### src/rtl/mem_addr_reg_pkg.sv
// Shared command/state codes and constants for the memory address register slice.
package mem_addr_reg_pkg;

    localparam int          MAR_ADDR_WIDTH = 16;
    localparam logic [15:0] RESET_VECTOR   = 16'hFFFC;

    typedef enum logic [2:0] {
        MAR_NOP      = 3'd0,
        MAR_LOAD_BUS = 3'd1,
        MAR_LOAD_LO  = 3'd2,
        MAR_LOAD_HI  = 3'd3,
        MAR_INC      = 3'd4,
        MAR_ADD_IDX  = 3'd5,
        MAR_ZP_IDX   = 3'd6,
        MAR_RSVD     = 3'd7
    } mar_cmd_e;

    typedef enum logic [1:0] {
        MAR_IDLE   = 2'd0,
        MAR_FIX_HI = 2'd1,
        MAR_MEM    = 2'd2
    } mar_state_e;

endpackage

### src/rtl/mar_page_adder.sv
// 8-bit adder returning carry and sum; serves both the index add and the high-byte fix-up.
module mar_page_adder (
    input  logic [7:0] a,
    input  logic [7:0] b,
    output logic       carry,
    output logic [7:0] sum
);

    assign {carry, sum} = {1'b0, a} + {1'b0, b};

endmodule

### src/rtl/mem_addr_reg.sv
// Memory address register with 6502-style address adjustments and a memory enable/ack sequencer.
module mem_addr_reg
    import mem_addr_reg_pkg::*;
#(
    parameter int                    ADDR_WIDTH = MAR_ADDR_WIDTH,
    parameter int                    DATA_WIDTH = 8,
    parameter logic [ADDR_WIDTH-1:0] RESET_ADDR = RESET_VECTOR
) (
    input  logic                  clk,
    input  logic                  reset_n,
    input  logic [ADDR_WIDTH-1:0] bus_in,
    input  logic [DATA_WIDTH-1:0] data_in,
    input  logic [DATA_WIDTH-1:0] idx_in,
    input  logic [2:0]            cmd,
    input  logic                  cmd_valid,
    input  logic                  rd_req,
    input  logic                  wr_req,
    input  logic                  mem_ack,
    output logic [ADDR_WIDTH-1:0] addr_out,
    output logic                  mem_en,
    output logic                  mem_we,
    output logic                  busy,
    output logic                  page_cross
);

    localparam logic [ADDR_WIDTH-1:0] ADDR_ONE = 1;

    mar_state_e            state;
    logic [ADDR_WIDTH-1:0] addr_q;
    logic                  mem_en_q;
    logic                  mem_we_q;
    logic                  busy_q;
    logic                  page_cross_q;
    logic                  pend_vld;
    logic                  pend_we;

    logic                  lo_carry;
    logic [7:0]            lo_sum;
    logic                  hi_carry_unused;
    logic [7:0]            hi_sum;
    logic [ADDR_WIDTH-1:0] cmd_addr;
    logic                  fix_needed;
    logic                  req;

    mar_page_adder u_lo_add (
        .a     (addr_q[7:0]),
        .b     (idx_in),
        .carry (lo_carry),
        .sum   (lo_sum)
    );

    mar_page_adder u_hi_add (
        .a     (addr_q[15:8]),
        .b     (8'h01),
        .carry (hi_carry_unused),
        .sum   (hi_sum)
    );

    assign req = rd_req | wr_req;

    // Address the IDLE state would load this cycle, and whether a high-byte fix-up must follow.
    always_comb begin
        cmd_addr   = addr_q;
        fix_needed = 1'b0;
        if (cmd_valid) begin
            case (mar_cmd_e'(cmd))
                MAR_LOAD_BUS: cmd_addr = bus_in;
                MAR_LOAD_LO:  cmd_addr = {addr_q[15:8], data_in};
                MAR_LOAD_HI:  cmd_addr = {data_in, addr_q[7:0]};
                MAR_INC:      cmd_addr = addr_q + ADDR_ONE;
                MAR_ADD_IDX: begin
                    cmd_addr   = {addr_q[15:8], lo_sum};
                    fix_needed = lo_carry;
                end
                MAR_ZP_IDX:   cmd_addr = {8'h00, lo_sum};
                default:      cmd_addr = addr_q;
            endcase
        end
    end

    always_ff @(posedge clk or negedge reset_n) begin
        if (!reset_n) begin
            state        <= MAR_IDLE;
            addr_q       <= RESET_ADDR;
            mem_en_q     <= 1'b0;
            mem_we_q     <= 1'b0;
            busy_q       <= 1'b0;
            page_cross_q <= 1'b0;
            pend_vld     <= 1'b0;
            pend_we      <= 1'b0;
        end else begin
            page_cross_q <= 1'b0;
            case (state)
                MAR_IDLE: begin
                    addr_q <= cmd_addr;
                    if (fix_needed) begin
                        state        <= MAR_FIX_HI;
                        busy_q       <= 1'b1;
                        page_cross_q <= 1'b1;
                        pend_vld     <= req;
                        pend_we      <= wr_req;
                    end else if (req) begin
                        state    <= MAR_MEM;
                        mem_en_q <= 1'b1;
                        busy_q   <= 1'b1;
                        mem_we_q <= wr_req;
                    end
                end
                MAR_FIX_HI: begin
                    addr_q[15:8] <= hi_sum;
                    pend_vld     <= 1'b0;
                    if (pend_vld) begin
                        state    <= MAR_MEM;
                        mem_en_q <= 1'b1;
                        mem_we_q <= pend_we;
                    end else begin
                        state  <= MAR_IDLE;
                        busy_q <= 1'b0;
                    end
                end
                MAR_MEM: begin
                    if (mem_ack) begin
                        state    <= MAR_IDLE;
                        mem_en_q <= 1'b0;
                        mem_we_q <= 1'b0;
                        busy_q   <= 1'b0;
                    end
                end
                default: begin
                    state    <= MAR_IDLE;
                    mem_en_q <= 1'b0;
                    mem_we_q <= 1'b0;
                    busy_q   <= 1'b0;
                end
            endcase
        end
    end

    assign addr_out   = addr_q;
    assign mem_en     = mem_en_q;
    assign mem_we     = mem_we_q;
    assign busy       = busy_q;
    assign page_cross = page_cross_q;

endmodule
### config.mk
export PLATFORM = sky130hd
export DESIGN_NAME = mem_addr_reg
export DESIGN_NICKNAME = d
export VERILOG_FILES = /design/src/rtl/mem_addr_reg_pkg.sv /design/src/rtl/mar_page_adder.sv /design/src/rtl/mem_addr_reg.sv
export SDC_FILE = /design/constraint.sdc
export NUM_CORES = 1
export LEC_CHECK = 0
export ABC_AREA = 1
export ABC_CLOCK_PERIOD_IN_PS = 2500
export CORE_AREA = 2 2 92 58
export DETAILED_ROUTE_END_ITERATION = 10
export DIE_AREA = 0 0 94 60
export PLACE_DENSITY = 0.8
export SYNTH_ARGS = -nofsm -noshare
export SYNTH_HDL_FRONTEND = slang
export SYNTH_SLANG_ARGS = --single-unit
### constraint.sdc
create_clock -name clk -period 2.5 [get_ports clk]
set_input_delay 0.375 -clock clk [delete_from_list [all_inputs] [get_ports clk]]
set_output_delay 0.375 -clock clk [all_outputs]
set_load 0.01 [all_outputs]
==> flow_metrics.tcl, run 1 <==
set metrics [dict create \
    finalClockSkew_ns 0.00454 \
    worst_pin_slew_ns 0.534 \
    root_buffer "clkbuf_8" \
    clkTransAtPathRegs_ns 0.09 \
    pre_cts_ws_ns 0.0465 \
    rsz0062_at_grt "false" \
    yosysTopAreaCellShare 0.212 \
    syn_area_um2 2320 \
    chipWidth_um 94 \
    synthArstFlopShare 1.00 \
    finalCritPeriodShare 0.850 \
    setup_tns_ns 0 \
    cts_hold_buf 0 \
    cts_made_buffers 3 \
    min_path_type "input pin to asynchronous set/reset pin" \
    cts.path.max_buffers 2 \
    drc 0 \
    synth_edf_count 0 \
    place_congestion 0.894 \
    cts_resized 0 \
    grt_overflow 0 \
    synth_ff_type "dfstp_2" \
    drv_slew 0 \
    crit_fanout 8 \
    cp-end-kind "register" \
    pwr_density_cell_nw_per_um2 929 \
    via_per_inst 5.24 \
    syn_area_per_cell_um2 5.89 \
    fmax_mhz 471 \
    yosysMostFrequentCell "nand2_1" \
    ir_drop_v 0.000476 \
    maxCapViolations 0 \
    portBuffers 60 \
    die_area_um2 5640 \
    worst_setup_path_start_kind "input pin" \
    yosysTopAreaCell "nand2_1" \
    final_util 0.634 \
    grt_max_degree 27 \
    wl_met1_mm 3.29 \
    highest_layer "met4" \
    ant_nets 0 \
    layout_setup_ws_ns 0.376 \
    cts_sinks 24 \
    area_growth_pct 33.0 \
    grt_pass1_wl_mm 11.7 \
    initialDrtViolationCount 192 \
    drive_gt1_frac 0.0675 \
    syn_inst 395 \
    rows 20 \
    synth_fp_nets 447 \
    cts_tree "yes" \
    p_leak_nw 1.54 \
    grt_pass1_vias 2552 \
    final_nets 512 \
    postCtsSetupBuffers 0 \
    clock_latency_ns 0.28 \
    synth_top_cells_by_area "nand2_1, dfstp_2, dfrtp_1" \
    synth_seq_cells 24 \
    hold_viol_final 0 \
    cp.required_ns 2.67 \
    path_class "input pin to register" \
    start_util 0.476 \
    wl_met2_mm 2.90 \
    status "complete, no violations" \
    fp.dieH_um 60 \
    r2r-start "addr_out[0]" \
    synth_commonest_cells "nand2_1, nor2_1, inv_1, nand3_1, a21oi_1" \
    avgRoutedWirePerCell_um 13.2 \
    arrival_ns 2.30 \
    routed_wl_mm 6.91 \
    regArea_um2 618 \
    finalCriticalPeriod_ns 2.12 \
    ys_types 33 \
    synth_seq_area_share 0.266 \
    max_slew_margin 0.643 \
    fill_cells 457 \
    grt_usage 0.264 \
    vias 2751 \
    io_pins 61 \
    cts_max_level 1 \
    multi_input_area_um2 1490 \
    first_pass_iters 6 \
    core_um2 4880 \
    cp-startpoint "idx_in[0]" \
    wl_met3_um 687 \
    ys_warn_count 0 \
    antenna_cells 0 \
    setup_viol_count_final 0 \
    hpwl_mm 5.45 \
    antenna_found_initial 0 \
]
==> where the power goes <==
part	internal, mW	leakage, nW	total [mW]	switching (mW)
logic	0.727	1.23	1.58	0.852
clock network	0.215	0.0357	0.357	0.142
registers	0.656	0.273	0.937	0.282
==> path summary, 6_finish.rpt <==
path	to	cells past startpoint	slack [ns]
max in group asynchronous	addr_out[4]	2	1.73
worst max-delay path	pend_vld	11	0.38
worst max register to register	pend_vld	10	0.39
worst min-delay path	pend_vld	2	0.47
worst min register to register	busy	2	0.49
min in group clk	busy	2	0.49
==> worst max-delay path, cell delays in order <==
cell             delay, ns
clkdlybuf4s50_1       0.41
ha_1                  0.23
fa_1                  0.43
nand3_1               0.12
nand2_1               0.09
nand2_1               0.07
nand3_1               0.11
nand3_1               0.24
inv_1                 0.10
o21ai_0               0.08
nand2_1               0.06
==> placed cells by master, fill, tap and decap left out, drive strengths merged, types with 3 or more instances in the layout <==
cell / instances
nand2: 132
nor2: 65
clkdlybuf4s50: 60
inv: 49
nand3: 41
a21oi: 26
o21ai: 20
dfstp: 14
ha: 10
dfrtp: 10
nor3: 5
nand4: 4
buf: 4
clkbuf: 3
or2: 3
==> flip-flops by register name (all words and copies together) (netlist names) <==
register / flops
state: 2
busy: 1
page_cross: 1
pend_vld: 1
mem_en: 1
mem_we: 1
addr_out: 16
pend_we: 1
==> kinds of logic (layout without fill, tap and decap cells) <==
kind of cell / count (synthesis) / in the layout / share of synthesized area
and+or+nand+nor: 252 / 252 / 0.451
DFF: 24 / 24 / 0.266
buffers and inverters: 54 / 118 / 0.0931
AOI/OAI and AO/OA: 52 / 52 / 0.120
xor gates and xnor gates: 2 / 2 / 0.00754
adders and majority gates: 11 / 11 / 0.0624
==> through the flow <==
stage          cells  total power, mW  hold slack [ns]  instance area (um2)
2_1_floorplan    395             1.82           0.0794                 2320
5_1_grt          525             3.14            0.495                 3090
3_3_place_gp     521             2.43            0.470                 3020
6_report         525             2.87            0.474                 3090
3_5_place_dp     521             2.49            0.463                 3020
4_1_cts          525             2.86            0.489                 3090
==> layout make-up <==
type	count	share of cell area
Tap cell	66	0.0267
Inverter	50	0.0607
Multi-Input combinational cell	317	0.482
Clock inverter	1	0.00971
Clock buffer	3	0.0133
Sequential cell	24	0.200
Timing Repair Buffer	64	0.208
==> metal layers <==
| metal | vias to the layer above | global-route usage |
|---|---|---|
| met5 | - | 0 |
| met4 | 0 | 0.0393 |
| met3 | 8 | 0.0479 |
| met2 | 133 | 0.418 |
| met1 | 1225 | 0.387 |
| li1 | 1385 | - |
Note: power is estimated with default switching activity, not from simulation.
==> inputs of run 2 (changes only) <==
ABC_CLOCK_PERIOD_IN_PS = 2040   (was 2500)
clock period = 2.04 ns   (was 2.5 ns; I/O delays follow)
==> run 2 against run 1 <==
Sequential share of layout area is 0.69 points lower. Clock power is 20% higher. Sequential cell count stayed put. Final area is 3.6% higher. Clock skew is 0.0022 ns lower. Routed wire length is 2.5% lower. First-iteration DRC count is 54% higher. Final cell count is 2.5% higher.
==> flow_metrics.tcl, run 2 (synthesis gave the netlist of run 1 again) <==
set metrics [dict create \
    p_leak_nw 1.61 \
    grt_overflow 0 \
    path_class "input pin to register" \
    finalClockSkew_ns 0.00230 \
    drc 0 \
    worst_setup_path_start_kind "input pin" \
    root_buffer "clkbuf_8" \
    grt_usage 0.255 \
    layout_common_cells "nand2_1, nor2_1, clkdlybuf4s50_1, inv_1, nand3_1" \
    cts_hold_buf 0 \
    grt_pass1_wl_mm 11.4 \
    rows 20 \
    cts_made_buffers 3 \
    antenna_found_initial 0 \
    fill_cells 469 \
    arrival_ns 2.08 \
    status "complete, no violations" \
    grt_max_degree 30 \
    place_area_um2 3120 \
    layout_commonest_cell "nand2_1" \
    worstReg2RegEnd "pend_vld" \
    drv_slew 0 \
    cts_tree "yes" \
    crit_fanout 8 \
    start_util 0.476 \
    place_congestion 0.897 \
    largest_reg_flops 16 \
    setup_viol_count_final 0 \
    fmax_mhz 522 \
    portBuffers 60 \
    hpwl_mm 5.39 \
    final_util 0.656 \
    initialDrtViolationCount 296 \
    cts_sinks 24 \
    clock_latency_ns 0.27 \
    pre_cts_ws_ns -0.259 \
    ant_nets 0 \
    io_pins 61 \
    area_growth_pct 37.8 \
    grt_pass1_vias 2444 \
    rsz0062_at_grt "false" \
    antenna_cells 0 \
    r2r.worst_path.cells 10 \
    clkTransAtPathRegs_ns 0.09 \
    seq_power_share 0.305 \
    r2r-start "addr_out[0]" \
    cts_max_level 1 \
    ff2ff_setup_slack_ns 0.19 \
    core_um2 4880 \
    layout_setup_ws_ns 0.125 \
    drive_gt1_frac 0.0953 \
    pwr-share-comb 0.576 \
    routed_wl_mm 6.73 \
    vias 2805 \
    maxCapViolations 0 \
    worst_pin_slew_ns 0.414 \
    hold_viol_final 0 \
    die_area_um2 5640 \
    cts.path.max_buffers 2 \
    cp-end-kind "register" \
    pwr-share-clk 0.118 \
    first_pass_iters 5 \
    finalCritPeriodShare 0.939 \
    p_int_mw 2.06 \
    finalCriticalPeriod_ns 1.92 \
    max_slew_margin 0.723 \
    p_switching_mw 1.57 \
    fp.dieH_um 60 \
    p_sw_frac 0.433 \
    fin_area_um2 3200 \
    chipWidth_um 94 \
    setup_tns_ns 0 \
    whs_ns 0.420 \
    pwr_density_cell_nw_per_um2 1130 \
    min_path_type "input pin to asynchronous set/reset pin" \
    via_per_inst 5.21 \
    ir_drop_v 0.000714 \
    postCtsSetupBuffers 0 \
    avgRoutedWirePerCell_um 12.5 \
    final_nets 525 \
    cp.required_ns 2.21 \
]
[run 2: area by class of cell]
| type | instances | area, um2 | share of cell area |
|---|---|---|---|
| Clock buffer | 3 | 41.3 | 0.0129 |
| Clock inverter | 1 | 30.0 | 0.00938 |
| Inverter | 50 | 188 | 0.0586 |
| Multi-Input combinational cell | 317 | 1500 | 0.469 |
| Sequential cell | 24 | 618 | 0.193 |
| Tap cell | 66 | 82.6 | 0.0258 |
| Timing Repair Buffer | 77 | 741 | 0.231 |
[run 2: worst max path at each step]
stage                 from        to  slack (ns)  cells past startpoint
2_1_floorplan  addr_out[0]  pend_vld        0.16                     10
4_1_cts          idx_in[0]  pend_vld        0.04                     11
5_1_grt          idx_in[0]  pend_vld       0.004                     11
6_report         idx_in[0]  pend_vld        0.12                     11
3_5_place_dp     idx_in[0]  pend_vld       -0.26                     11
3_3_place_gp     idx_in[0]  pend_vld       -0.18                     11
[run 2: power by group through the flow]
| stage | clock [mW] | combinational (mW) | sequential (mW) |
|---|---|---|---|
| floorplan | 0 | 1.08 | 1.15 |
| global placement | 0 | 2.00 | 1.10 |
| detailed placement | 0 | 2.05 | 1.11 |
| CTS | 0.439 | 2.06 | 1.10 |
| global route | 0.462 | 2.35 | 1.15 |
| finish | 0.430 | 2.09 | 1.11 |
[run 2: worst max-delay path, cell delays in order]
cell	delay, ns
clkdlybuf4s50_1	0.41
ha_1	0.23
fa_1	0.40
nand3_1	0.09
nand2_1	0.07
nand2_1	0.07
nand3_1	0.17
nand3_4	0.15
inv_1	0.07
o21ai_0	0.07
nand2_1	0.06
[run 2: routing by layer]
layer,wire (um),vias up,global-route usage
met5,0,-,0
met4,37,0,0.0455
met3,575,9,0.0391
met2,2740,136,0.384
met1,3380,1241,0.390
li1,-,1419,-
[run 2: timing repair]
| action | CTS | global route |
|---|---|---|
| hold endpoints to repair | 0 | 0 |
| gates resized for setup | 0 | 2 |
| endpoints found under the setup margin | 0 | 5 |
[run 2: metrics by stage]
stage / instances / total power [mW]
floorplan: 395 / 2.23
global placement: 534 / 3.10
detailed placement: 534 / 3.16
CTS: 538 / 3.60
global route: 538 / 3.96
finish: 538 / 3.63
